`config.mk`:
```
export PLATFORM = sky130hd
export DESIGN_NAME = max31855_reader
export DESIGN_NICKNAME = d
export VERILOG_FILES = /design/src/rtl/max31855_reader.sv
export SDC_FILE = /design/constraint.sdc
export NUM_CORES = 1
export LEC_CHECK = 0
export ABC_AREA = 1
export CORE_ASPECT_RATIO = 1.4
export CORE_MARGIN = 1
export CORE_UTILIZATION = 55
export DETAILED_ROUTE_END_ITERATION = 16
export GPL_TIMING_DRIVEN = 0
export HOLD_SLACK_MARGIN = 0.06
export PLACE_DENSITY = 0.94
export SYNTH_ARGS = -nofsm -noshare
export SYNTH_HDL_FRONTEND = slang
export SYNTH_SLANG_ARGS = --single-unit
```
`constraint.sdc`:
```
create_clock -name i_system_clk -period 5.1 [get_ports i_system_clk]
set_clock_uncertainty 0.05 [all_clocks]
set_input_delay 1.02 -clock i_system_clk [delete_from_list [all_inputs] [get_ports i_system_clk]]
set_output_delay 1.02 -clock i_system_clk [all_outputs]
set_load 0.01 [all_outputs]
```
`src/rtl/max31855_reader.sv`:
```
// Periodic/on-demand SPI read controller for a MAX31855 thermocouple converter.
// Shifts in one 32-bit frame per request and presents the decoded fields with a valid strobe.
module max31855_reader #(
  parameter int CLK_DIV     = 4,
  parameter int CS_SETUP    = 8,
  parameter int CS_HOLD     = 4,
  parameter int POLL_PERIOD = 0
) (
  input  logic               i_system_clk,
  input  logic               i_reset,
  input  logic               i_start,
  input  logic               i_so,
  output logic               o_sck,
  output logic               o_cs,
  output logic               o_busy,
  output logic               o_valid,
  output logic        [31:0] o_raw,
  output logic signed [13:0] o_tc_temp,
  output logic signed [11:0] o_int_temp,
  output logic               o_fault,
  output logic        [2:0]  o_fault_bits,
  output logic               o_error
);

  localparam logic [2:0] S_IDLE     = 3'd0;
  localparam logic [2:0] S_SETUP    = 3'd1;
  localparam logic [2:0] S_SCK_LOW  = 3'd2;
  localparam logic [2:0] S_SCK_HIGH = 3'd3;
  localparam logic [2:0] S_HOLD     = 3'd4;
  localparam logic [2:0] S_DONE     = 3'd5;

  localparam logic [15:0] SETUP_LAST = 16'(CS_SETUP - 1);
  localparam logic [15:0] DIV_LAST   = 16'(CLK_DIV - 1);
  localparam logic [15:0] HOLD_LAST  = 16'(CS_HOLD - 1);
  localparam logic [31:0] POLL_LAST  = 32'(POLL_PERIOD);
  localparam bit          POLL_EN    = (POLL_PERIOD != 0);

  logic [2:0]  state;
  logic [15:0] cnt;
  logic [4:0]  bit_cnt;
  logic [31:0] shreg;
  logic [31:0] poll_cnt;
  logic        pending;
  logic        poll_expire;
  logic        req;
  logic        accept;
  logic        sample_en;

  // A frame is inconsistent if a reserved bit is set or the summary fault
  // flag disagrees with the individual fault bits.
  function automatic logic frame_error(input logic [31:0] f);
    return f[17] | f[3] | (f[16] != (|f[2:0]));
  endfunction

  assign poll_expire = POLL_EN && (state == S_IDLE) && (poll_cnt == POLL_LAST);
  assign req         = i_start | poll_expire;
  // The o_valid cycle is a forced gap so cs stays high at least one idle cycle.
  assign accept      = (state == S_IDLE) && !o_valid && (req || pending);
  assign sample_en   = ((state == S_SETUP) && (cnt == SETUP_LAST)) ||
                       ((state == S_SCK_LOW) && (cnt == DIV_LAST) && (bit_cnt != 5'd0));

  always_ff @(posedge i_system_clk) begin
    if (sample_en) begin
      shreg <= {shreg[30:0], i_so};
    end
  end

  always_ff @(posedge i_system_clk) begin
    if (i_reset) begin
      state        <= S_IDLE;
      cnt          <= 16'd0;
      bit_cnt      <= 5'd0;
      poll_cnt     <= 32'd0;
      pending      <= 1'b0;
      o_cs         <= 1'b1;
      o_sck        <= 1'b0;
      o_busy       <= 1'b0;
      o_valid      <= 1'b0;
      o_raw        <= 32'd0;
      o_tc_temp    <= 14'sd0;
      o_int_temp   <= 12'sd0;
      o_fault      <= 1'b0;
      o_fault_bits <= 3'd0;
      o_error      <= 1'b0;
    end else begin
      o_valid <= 1'b0;
      if ((state != S_IDLE) && req) begin
        pending <= 1'b1;
      end
      case (state)
        S_IDLE: begin
          if (POLL_EN && (poll_cnt != POLL_LAST)) begin
            poll_cnt <= poll_cnt + 32'd1;
          end
          if (accept) begin
            state   <= S_SETUP;
            o_cs    <= 1'b0;
            o_busy  <= 1'b1;
            cnt     <= 16'd0;
            pending <= 1'b0;
          end else begin
            o_busy <= 1'b0;
            if (req) begin
              pending <= 1'b1;
            end
          end
        end
        S_SETUP: begin
          if (cnt == SETUP_LAST) begin
            state   <= S_SCK_HIGH;
            o_sck   <= 1'b1;
            bit_cnt <= 5'd31;
            cnt     <= 16'd0;
          end else begin
            cnt <= cnt + 16'd1;
          end
        end
        S_SCK_HIGH: begin
          if (cnt == DIV_LAST) begin
            state <= S_SCK_LOW;
            o_sck <= 1'b0;
            cnt   <= 16'd0;
          end else begin
            cnt <= cnt + 16'd1;
          end
        end
        S_SCK_LOW: begin
          if (cnt == DIV_LAST) begin
            cnt <= 16'd0;
            if (bit_cnt == 5'd0) begin
              state <= S_HOLD;
            end else begin
              bit_cnt <= bit_cnt - 5'd1;
              state   <= S_SCK_HIGH;
              o_sck   <= 1'b1;
            end
          end else begin
            cnt <= cnt + 16'd1;
          end
        end
        S_HOLD: begin
          if (cnt == HOLD_LAST) begin
            state <= S_DONE;
            o_cs  <= 1'b1;
            cnt   <= 16'd0;
          end else begin
            cnt <= cnt + 16'd1;
          end
        end
        S_DONE: begin
          state        <= S_IDLE;
          poll_cnt     <= 32'd0;
          o_valid      <= 1'b1;
          o_raw        <= shreg;
          o_tc_temp    <= shreg[31:18];
          o_int_temp   <= shreg[15:4];
          o_fault      <= shreg[16];
          o_fault_bits <= shreg[2:0];
          o_error      <= frame_error(shreg);
        end
        default: begin
          state <= S_IDLE;
          o_cs  <= 1'b1;
          o_sck <= 1'b0;
        end
      endcase
    end
  end

endmodule
```
Yosys cells after proc, flatten, opt, wreduce, memory -nomap -nowiden:

Cells that the tools add are included.

* word-level logic and storage cells: 88
* bits in read-only memories: 0
* memories: 0
* register bits after elaboration: 124
* bits in latches: 0
* bits in writable memories: 0

* $add $sub $neg: 2
* magnitude comparators: 0
* muxes and demuxes: 29
* bitwise logic cells: 4
* $mul: 0
* shift-type cells: 0
* equality and inequality tests: 14
* reduce and logical (&&, ||, !) cells: 24
* div/mod/pow operators: 0

Operators by type and width (count)
* 16-bit two-way mux: 3
* 16-bit case mux with 3 select lines: 1
* 3-bit two-way mux: 6
* 16-bit by 1-bit adder with 16-bit output (second input constant): 1
* 16-bit by 2-bit equality test with 1-bit output (second input constant): 1
* 16-bit by 3-bit equality test with 1-bit output (second input constant): 1
* 5-bit two-way mux: 3
* 3-bit case mux with 5 select lines: 1
* 1-bit two-way mux: 12
* 5-bit case mux with 2 select lines: 1
* 5-bit AND reduction: 2
* 3-bit OR reduction: 3
* 2-bit != test (second input constant): 4
* 3-bit by 2-bit equality test with 1-bit output (second input constant): 2
* 3-bit equality test (second input constant): 2
* 1-bit logical AND: 6
* 3-bit nonzero test: 2
* 5-bit zero test: 1
* 5-bit nonzero test: 1
* 5-bit by 1-bit subtractor with 5-bit output (second input constant): 1
* 2-bit by 1-bit != test with 1-bit output (second input constant): 2
* 1-bit case mux with 4 select lines: 1
* 4-bit AND reduction: 1
* 4-bit OR reduction: 1
* 11 further kinds: 14

Depth between registers and ports, before layout:

* depth in word-level cells: 6
* mapped depth: 12

Least setup slack after synthesis:

Ideal clock, no wire load.

* path kind: input-to-reg
* start: input i_start
* end: register cnt[3]
* buffers on the path: 1
* setup slack: 3144 ps
* arrival: 1794 ps
* cell stages on the path: 9
* library setup time: 111 ps
* cells stage by stage: nor2_1 inv_1 a21oi_4 inv_2 nand2_2 buf_6 o21ai_0 nand4_1 inv_1

* longest elaborated chain between the ends: 4

Ends and longest elaborated chain
* start: declaration: line 11 `input logic i_start,`
* 1-bit logical OR: line 58 `assign accept = (state == S_IDLE) && !o_valid && (req || pending);`
* 1-bit logical AND: line 58
* 2-bit != test (no source line)
* 2-bit AND reduction (no source line)
* end signal: assignment: line 115 `cnt <= cnt + 16'd1;`
* end signal: assignment: line 124 `cnt <= cnt + 16'd1;`
* end signal: assignment: line 138 `cnt <= cnt + 16'd1;`
* end: declaration: line 39 `logic [15:0] cnt;`

No other way between the ends.
A chain may end at the register's enable or synchronous reset.

==> flow_summary.toml <==
[global_routing]
grt_max_degree = 39
grt-ovfl-total = 0
first_global_vias = 3387
grt_pass1_wl_um = 15400
antenna_found_initial = 0
grt_usage = 0.258

[critical_path]
crit_fanout = 3
criticalPathCategory = "flip-flop to output port"
required_ns = 4.03
cp-startpoint = "o_raw[18]"
endpoint_kind = "output port"
crit_arrival_ns = 1.41
startpoint_type = "flip-flop"
r2r-start = "bit_cnt[0]"

[synth]
async_flop_share = 0
synth_area_leader_cell = "dfxtp_1"
synth_edf_count = 32
synth_fp_nets = 472
yosys_warnings = 0
synth_seq_area_share = 0.537
synth_common_cells = "125 x nand2_1, 62 x dfxtp_1, 46 x a21oi_1, 35 x nor2_1, 33 x buf_4"
yosysMostFrequentCell = "nand2_1"
synthCells = 466
avgSynthCellArea_um2 = 8.81
synthDistinctLibCells = 34
synth_top_area_share = 0.302
syn_area_um2 = 4100
yosys_most_used_dff = "dfxtp_1"
synth_seq_cells = 94
synth.area.top_cells = "dfxtp_1 30%, edfxtp_1 23%, nand2_1 11%"

[detailed_routing]
routed_wl_um = 9260
drc = 0
vias = 3443
postRouteAntennaNets = 0
first_iter_violations = 280
wl_per_cell_um = 14.3
viasPerCell = 5.33
dr.pass1.iters = 7

[cells_and_area]
nets = 552
antennaDiodeCount = 0
stdcell_count = 646
final_util = 0.720
drive_gt1_frac = 0.156
syn2layout_area_growth_pct = 24.1
fin_area_um2 = 5090

[place]
io_buffers = 69
hpwlAfterDp_um = 6710
placed_cell_area_um2 = 4910
gp_congestion = 0.892
numPlacedInstances = 630

[timing]
setup_tns_ns = 0
fin_crit_sh = 0.486
rsz0062_at_grt = "no"
slew_headroom = 0.415
finalCriticalPeriod_ns = 2.48
fmax_mhz = 404
setup_viol = 0
worst-slew-pin-transition_ns = 0.874
hold_viol = 0
slew_violations = 0

[clocking]
cts_num_sinks = 94
post_cts_resized = 0
htree_num_levels = 3
holdBufCountCts = 0
cts_tree = "done"
clk_latency_ns = 0.36
clk_pin_slew_worst_paths_ns = 0.10
post_cts_buffers = 0
cts_root_buf = "clkbuf_8"
cts_buffers = 9
ctsLongestPathBuffers = 2

[die]
die_width_um = 75.0
start_util = 0.580
core-area_um2 = 7070
die_h_um = 104
core.rowCount = 36
io_pins = 71
die_area_um2 = 7820

[pwr]
pwr-share-comb = 0.297
ir_drop_v = 0.000175
p_sw_uw = 642
p_total_uw = 1830
switching_share = 0.350
powerDensity_nw_per_um2 = 360
internal-power_uw = 1190
clock_power_share = 0.247
pwr-share-seq = 0.456
p_leak_uw = 0.00188

[job]
drv_cap = 0

[min_path]
min_from = "o_cs"
hold_path.class = "flip-flop to flip-flop"

[run_status]
outcome = "complete, no violations"
==> per-stage QoR <==
stage | hold slack, ns | worst slack (ns)
final | 0.410 | 2.62
after floorplan | 0.377 | 3.14
after CTS | 0.414 | 2.62
after detailed placement | 0.388 | 2.53
after global routing | 0.426 | 2.45
after global placement | 0.383 | 2.55
==> worst max-delay path, stage by stage, from the launching register on <==
cell and delay [ns]:
dfxtp_1 0.39, buf_4 0.13, clkdlybuf4s50_1 0.53
==> final cells by class <==
type | instances | area (µm²)
Sequential cell | 94 | 2200
Fill cell | 497 | 1980
Multi-Input combinational cell | 297 | 1470
Timing Repair Buffer | 69 | 691
Buffer | 45 | 315
Clock buffer | 9 | 124
Tap cell | 95 | 119
Inverter | 30 | 113
Clock inverter | 7 | 56.3
==> worst paths after layout <==
| check | cells after the start | slack [ns] | end |
|---|---|---|---|
| worst min-delay path | 2 | 0.41 | o_cs |
| worst min register to register | 2 | 0.41 | o_cs |
| worst max-delay path | 2 | 2.62 | o_tc_temp[0] |
| worst max register to register | 10 | 2.70 | bit_cnt[1] |
==> routing by layer <==
metal / share of wire / vias to the layer above / global-route usage
met5: 0 / - / 0
met4: 0.027 / 0 / 0.119
met3: 0.062 / 27 / 0.0514
met2: 0.55 / 153 / 0.454
met1: 0.37 / 1605 / 0.287
li1: - / 1658 / -
==> state kept, by name, summed over array words and instances, names as in the netlist <==
register  count
o_error       1
bit_cnt       5
o_cs          1
o_raw        32
o_busy        1
o_sck         1
state         3
o_valid       1
cnt          16
pending       1
shreg        32
==> power groups by stage <==
stage          clock network [µW]  logic (µW)  registers [µW]
5_1_grt                       487         602             843
3_5_place_dp                    0         535             854
4_1_cts                       454         539             837
2_1_floorplan                   0         370             860
3_3_place_gp                    0         516             851
6_report                      453         544             837
==> placed cells by master, fill, tap and decap left out, drive strengths merged, types with 4 or more instances in the layout <==
master	instances
nand2	133
clkdlybuf4s50	69
dfxtp	62
a21oi	48
nor2	42
buf	36
edfxtp	32
inv	32
nand3	25
clkbuf	18
o21ai	14
nor3	9
nand4	8
nor3b	4
==> logic make-up after synthesis <==
| logic type | after synthesis | synth area share |
|---|---|---|
| and+or+nand+nor | 224 | 0.255 |
| xor gates and xnor gates | 3 | 0.00640 |
| AOI/OAI and AO/OA | 68 | 0.0912 |
| DFF | 94 | 0.537 |
| buffers and inverters | 75 | 0.104 |
| adders and majority gates | 2 | 0.00610 |
Power figures use the tool's default switching activity.
